<file path="src/rtl/mul_18x18_seq_if.sv">
// Operand/result handshake bundle for the 18x18 sequential multiplier.
// Both sides use the same valid/ready rule: a transfer happens on a rising edge
// where valid and ready are both high. The producer holds valid and its data
// stable until then, and ready may depend on state but never on valid.
interface mul_18x18_seq_if;
  logic        i_valid;
  logic        o_ready;
  logic [17:0] i_a;
  logic [17:0] i_b;
  logic        o_valid;
  logic        i_ready;
  logic [35:0] o_product;
  logic        o_busy;

  modport slave (
    input  i_valid, i_a, i_b, i_ready,
    output o_ready, o_valid, o_product, o_busy
  );

  modport master (
    output i_valid, i_a, i_b, i_ready,
    input  o_ready, o_valid, o_product, o_busy
  );
endinterface

</file>
<file path="src/rtl/mul_18x18_seq.sv">
// Shift-and-add unsigned 18x18 multiplier. One 36-bit ripple adder is reused
// once per cycle over exactly 18 iterations; the result waits in DONE until taken.

module add_36bits (
  input  logic [35:0] i_a,
  input  logic [35:0] i_b,
  input  logic        i_carry,
  output logic [35:0] o_data,
  output logic        o_carry
);
  logic [36:0] c;

  always_comb begin
    c      = '0;
    o_data = '0;
    c[0]   = i_carry;
    for (int i = 0; i < 36; i++) begin
      o_data[i] = i_a[i] ^ i_b[i] ^ c[i];
      c[i+1]    = (i_a[i] & i_b[i]) | (c[i] & (i_a[i] ^ i_b[i]));
    end
    o_carry = c[36];
  end
endmodule

module mul_18x18_seq (
  input  logic           i_clk,
  input  logic           i_rst,
  mul_18x18_seq_if.slave bus,
  output logic [1:0]     dbg_state,
  output logic           dbg_carry
);
  typedef enum logic [1:0] {
    IDLE = 2'd0,
    CALC = 2'd1,
    DONE = 2'd2
  } state_t;

  state_t      state;
  logic [35:0] mcand;
  logic [35:0] acc;
  logic [17:0] mplier;
  logic [4:0]  cnt;
  logic [35:0] sum;
  logic        add_carry;
  logic        add_en;
  logic [35:0] acc_next;
  logic        valid_q;
  logic        busy_q;
  logic [35:0] product_q;

  add_36bits u_add (
    .i_a    (acc),
    .i_b    (mcand),
    .i_carry(1'b0),
    .o_data (sum),
    .o_carry(add_carry)
  );

  assign add_en   = (state == CALC) & mplier[0];
  assign acc_next = add_en ? sum : acc;

  // Carry out can never be set for an 18x18 product; exposed only for checking.
  assign dbg_carry = add_carry & add_en;
  assign dbg_state = state;

  assign bus.o_ready   = (state == IDLE) & ~i_rst;
  assign bus.o_valid   = valid_q;
  assign bus.o_busy    = busy_q;
  assign bus.o_product = product_q;

  always_ff @(posedge i_clk or posedge i_rst) begin
    if (i_rst) begin
      state     <= IDLE;
      mcand     <= '0;
      mplier    <= '0;
      acc       <= '0;
      cnt       <= '0;
      valid_q   <= 1'b0;
      busy_q    <= 1'b0;
      product_q <= '0;
    end else begin
      case (state)
        IDLE: begin
          if (bus.i_valid) begin
            mcand  <= {18'b0, bus.i_a};
            mplier <= bus.i_b;
            acc    <= '0;
            cnt    <= '0;
            state  <= CALC;
            busy_q <= 1'b1;
          end
        end
        CALC: begin
          acc    <= acc_next;
          mcand  <= mcand << 1;
          mplier <= mplier >> 1;
          cnt    <= cnt + 5'd1;
          // The 18th iteration is folded into the product register directly.
          if (cnt == 5'd17) begin
            state     <= DONE;
            busy_q    <= 1'b0;
            valid_q   <= 1'b1;
            product_q <= acc_next;
          end
        end
        DONE: begin
          if (bus.i_ready) begin
            state   <= IDLE;
            valid_q <= 1'b0;
          end
        end
        default: begin
          state   <= IDLE;
          valid_q <= 1'b0;
          busy_q  <= 1'b0;
        end
      endcase
    end
  end
endmodule

</file>
<file path="src/flat_wrapper.sv">
// flat-port wrapper written by rule: the top's interface ports become plain ports
module mul_18x18_seq_flat 
  (i_clk, i_rst, dbg_state, dbg_carry, bus_i_valid, bus_i_a, bus_i_b, bus_i_ready, bus_o_ready, bus_o_valid, bus_o_product, bus_o_busy);
  mul_18x18_seq_if bus_i ();
  input  logic i_clk;
  input  logic i_rst;
  output logic [1:0] dbg_state;
  output logic dbg_carry;
  input wire logic [$bits(bus_i.i_valid)-1:0] bus_i_valid;
  input wire logic [$bits(bus_i.i_a)-1:0] bus_i_a;
  input wire logic [$bits(bus_i.i_b)-1:0] bus_i_b;
  input wire logic [$bits(bus_i.i_ready)-1:0] bus_i_ready;
  output wire logic [$bits(bus_i.o_ready)-1:0] bus_o_ready;
  output wire logic [$bits(bus_i.o_valid)-1:0] bus_o_valid;
  output wire logic [$bits(bus_i.o_product)-1:0] bus_o_product;
  output wire logic [$bits(bus_i.o_busy)-1:0] bus_o_busy;
  assign bus_i.i_valid = bus_i_valid;
  assign bus_i.i_a = bus_i_a;
  assign bus_i.i_b = bus_i_b;
  assign bus_i.i_ready = bus_i_ready;
  assign bus_o_ready = bus_i.o_ready;
  assign bus_o_valid = bus_i.o_valid;
  assign bus_o_product = bus_i.o_product;
  assign bus_o_busy = bus_i.o_busy;
  mul_18x18_seq u_core (.i_clk(i_clk), .i_rst(i_rst), .bus(bus_i), .dbg_state(dbg_state), .dbg_carry(dbg_carry));
endmodule
</file>
<file path="config.mk">
export PLATFORM = sky130hd
export DESIGN_NAME = mul_18x18_seq_flat
export DESIGN_NICKNAME = d
export VERILOG_FILES = /design/src/rtl/mul_18x18_seq_if.sv /design/src/rtl/mul_18x18_seq.sv /design/src/flat_wrapper.sv
export SDC_FILE = /design/constraint.sdc
export NUM_CORES = 1
export LEC_CHECK = 0
export CELL_PAD_IN_SITES_DETAIL_PLACEMENT = 1
export CELL_PAD_IN_SITES_GLOBAL_PLACEMENT = 1
export CORE_ASPECT_RATIO = 2
export CORE_MARGIN = 2
export CORE_UTILIZATION = 40
export CTS_CLUSTER_DIAMETER = 80
export DETAILED_ROUTE_END_ITERATION = 10
export PLACE_DENSITY_LB_ADDON = 0.1
export SETUP_SLACK_MARGIN = 0.4
export SLEW_MARGIN = 15
export SYNTH_ARGS = -nofsm -noshare
export SYNTH_HDL_FRONTEND = slang
export SYNTH_SLANG_ARGS = --single-unit
export TNS_END_PERCENT = 1
</file>
<file path="constraint.sdc">
create_clock -name i_clk -period 20.9 [get_ports i_clk]
set_clock_uncertainty 0.2 [all_clocks]
set_input_delay 6.27 -clock i_clk [delete_from_list [all_inputs] [get_ports i_clk]]
set_output_delay 6.27 -clock i_clk [all_outputs]
set_load 0.1 [all_outputs]
</file>
==> results of run 1 <==
-- where the power goes --
group	internal, mW	switching (mW)
registers	0.366	0.0905
logic	0.265	0.530
clock network	0.218	0.118
-- worst max-delay path, delay by kind of cell, from the launching register on --
kind | cells | cell delay, ns
and+or+nand+nor | 1 | 0.18
adders and majority gates | 36 | 11.89
buffers and inverters | 9 | 0.69
DFF | 1 | 0.35
-- worst max-delay path by stage --
stage                                 from        end  depth (start not counted)
2_1_floorplan  u_core.mcand[0]$_DFFE_PP0P_  dbg_carry                         45
3_3_place_gp     u_core.acc[0]$_DFFE_PP0P_  dbg_carry                         46
3_5_place_dp     u_core.acc[0]$_DFFE_PP0P_  dbg_carry                         46
4_1_cts        u_core.mcand[0]$_DFFE_PP0P_  dbg_carry                         46
5_1_grt        u_core.mcand[0]$_DFFE_PP0P_  dbg_carry                         46
6_report         u_core.acc[0]$_DFFE_PP0P_  dbg_carry                         46
-- stage by stage --
stage	hold WS [ns]	setup TNS (ns)	std cells	instance area (µm²)	setup slack (ns)
detailed placement	0.275	-0.173	866	7880	-0.173
finish	0.285	0	900	8600	0.870
floorplan	0.250	0	612	6890	0.402
CTS	0.291	0	899	8580	0.402
global route	0.315	0	900	8600	0.387
global placement	0.265	0	866	7880	0.00822
-- final cells by class --
cell class | count | share of cell area [%]
multi-input cells | 367 | 36.4
inverters | 64 | 2.82
clock buffers | 20 | 5.31
clock inverters | 12 | 2.31
repair buffers | 95 | 10.8
flip-flops and latches | 135 | 39.3
well taps | 207 | 3.01
-- what timing repair did --
item | in CTS | in global routing
gates resized for setup | 16 | 8
pin swaps | 10 | 16
setup buffers | 1 | 1
setup endpoints to repair | 1 | 1
-- per-layer routing --
metal / part of all wire, % / up-vias / GRT usage [%]
li1: - / 2255 / -
met1: 39 / 2597 / 23.9
met2: 56 / 84 / 39.7
met3: 2.3 / 24 / 3.18
met4: 2.0 / 0 / 7.91
met5: 0 / - / 0
-- synth_stat cells (all sizes together) (2+ instances only) --
cell type,n,area (µm²)
a21oi,51,255
a22o,18,158
a22oi,34,255
a2bb2oi,16,140
a31oi,10,62.6
buf,25,130
clkbuf,21,78.8
dfrtp,135,3380
fa,35,701
ha,3,37.5
inv,64,240
mux2,27,372
mux2i,16,160
nand2,22,90.1
nand3,2,10.0
nor2,22,82.6
nor2b,21,131
o21ai,53,265
o2bb2ai,26,228
xor2,2,17.5
-- kinds of logic after synthesis --
kind of cell,after synthesis
fa+ha+maj,38
mux,43
simple gates,73
buf+inv,110
flops,135
compound gates,211
xor+xnor,2
-- cells in the final DEF, fill, tap and decap left out, drive strengths merged, types with 2 or more instances in the layout --
| master | netlist | final |
|---|---|---|
| ha | 3 | 3 |
| a22oi | 34 | 34 |
| a2bb2oi | 16 | 16 |
| clkdlybuf4s50 | 0 | 80 |
| o2bb2ai | 26 | 26 |
| dfrtp | 135 | 135 |
| a31oi | 10 | 10 |
| clkbuf | 21 | 20 |
| clkinvlp | 0 | 4 |
| mux2i | 16 | 16 |
| mux2 | 27 | 27 |
| a21oi | 51 | 51 |
| fa | 35 | 35 |
| xor2 | 2 | 2 |
| clkinv | 0 | 3 |
| nor2b | 21 | 21 |
| buf | 25 | 15 |
| bufinv | 0 | 5 |
| nor2 | 22 | 22 |
| a22o | 18 | 18 |
| inv | 64 | 64 |
| o21ai | 53 | 53 |
| nand2 | 22 | 22 |
| nand3 | 2 | 2 |
-- state kept, by name, indices dropped and copies added (netlist names) --
name,count
u_core.acc,36
u_core.bus.o_product,36
u_core.mcand,36
u_core.mplier,18
u_core.cnt,5
u_core.dbg_state,2
u_core.bus.o_busy,1
u_core.bus.o_valid,1
==> impl_metrics.ini, run 1 <==
[sta]
slew-limit-headroom_pct = 23.8
fin_crit_sh_pct = 95.8
final-hold-violation-count = 0
min_period_ns = 20.03
worst-slew-pin-transition_ns = 1.14
rsz0062_at_grt = false
setup_viol = 0
maxSlewViolCount = 0
max_clock_freq_mhz = 49.9

[logic_synthesis]
synthXorXnorAreaFrac_pct = 0.255
synth.avg_cell_area_um2 = 11.2
ys_types = 33
syn_area_mm2 = 0.00686
ys.flop_type = dfrtp_1
synth-simple-area-share_pct = 5.20
ys_ff_latch = 135
synth_edf_count = 0
ys_warn_count = 0
async_flop_share_pct = 100
yosysSeqAreaShare_pct = 49.3
synthAdderAreaFrac_pct = 10.8
mappedNetlistNets = 690
synth_top_family_by_area = compound AO/OA/AOI/OAI gates
synth_compound_area_share_pct = 20.2
synth_mux_area_share_pct = 7.75
synth_cells = 612

[floorplan]
dieArea_mm2 = 0.0183
die_y_um = 189
placementRows = 67
die_w_um = 96.6
core_area_mm2 = 0.0168
initial_core_util_pct = 40.9
num_io_pins = 82

[finish]
seq_area_mm2 = 0.00338
areaGrowthSynthToFinish_pct = 25.3
drive_gt1_share_pct = 16.6
diodes = 0
fill_cells = 1768
multi_input_area_mm2 = 0.00313
finalNetCount = 758
final_util_pct = 51.3

[worst_setup_path]
cpMostUsedCell = fa_2
slowest_delay_ns = 0.42
timing.rr.start = u_core.acc[0]$_DFFE_PP0P_
slowest_stage = fa_2
worstPathRequired_ns = 14.43
r2r_end = u_core.bus.o_product[35]$_DFFE_PP0P_
rr_worst_depth = 46
critPathKind = reg -> out
reg2reg_setup_slack_ns = 7.28
worstPathArrival_ns = 13.56
critical_path_peak_fanout = 2
critPathLaunchType = register
critPathCaptureType = primary output

[hold_path]
hp-class = reg -> reg
whs_endpoint = u_core.mcand[32]$_DFFE_PP0P_
worstHoldStart = u_core.mcand[32]$_DFFE_PP0P_
holdPathStages = 2

[run]
cap_violations = 0

[clock_tree]
cts_buffers = 17
cts_tree = yes
clk_pin_slew_ns = 0.06
h-tree-depth = 4
clock_sinks = 135
clock_tree.buffer_depth = 2
clk-insertion-delay-late_ns = 0.42
cts_root_buf = clkbuf_16
cts-hold-fix-buffers = 0

[placement]
gp_congestion = 0.772
hpwl_mm = 11.4
port_buffers = 81

[global_routing]
antenna_found_initial = 0
grt_pass1_wl_mm = 29.8
grt_usage_pct = 21.4
grt_max_degree = 70
grt_pass1_vias = 5796
globalRoute.totalOverflow = 0

[detailed_routing]
drt-initial-drc-count = 175
drtAntennaViolNets = 0
vias = 4960
wl_mm = 18.0
dr.pass1.iters = 4
avgRoutedWirePerCell_um = 20.0
drcViolationCount = 0
vias_per_cell = 5.51

[pwr]
power_mw = 1.59
ir_drop_v = 0.0000848
powerDensity_mw_per_mm2 = 185
p_leak_nw = 3.62

[outcome]
outcome = completed
No activity file was read; power rests on OpenSTA's default activity.
==> run 2, diff against run 1 <==
Settings changed: ABC_CLOCK_PERIOD_IN_PS set to 20900, HOLD_SLACK_MARGIN set to 0.05, SKIP_LAST_GASP set to 1.
==> results of run 2 <==
No change in the layout: final DEF, timing and power equal those of run 1.
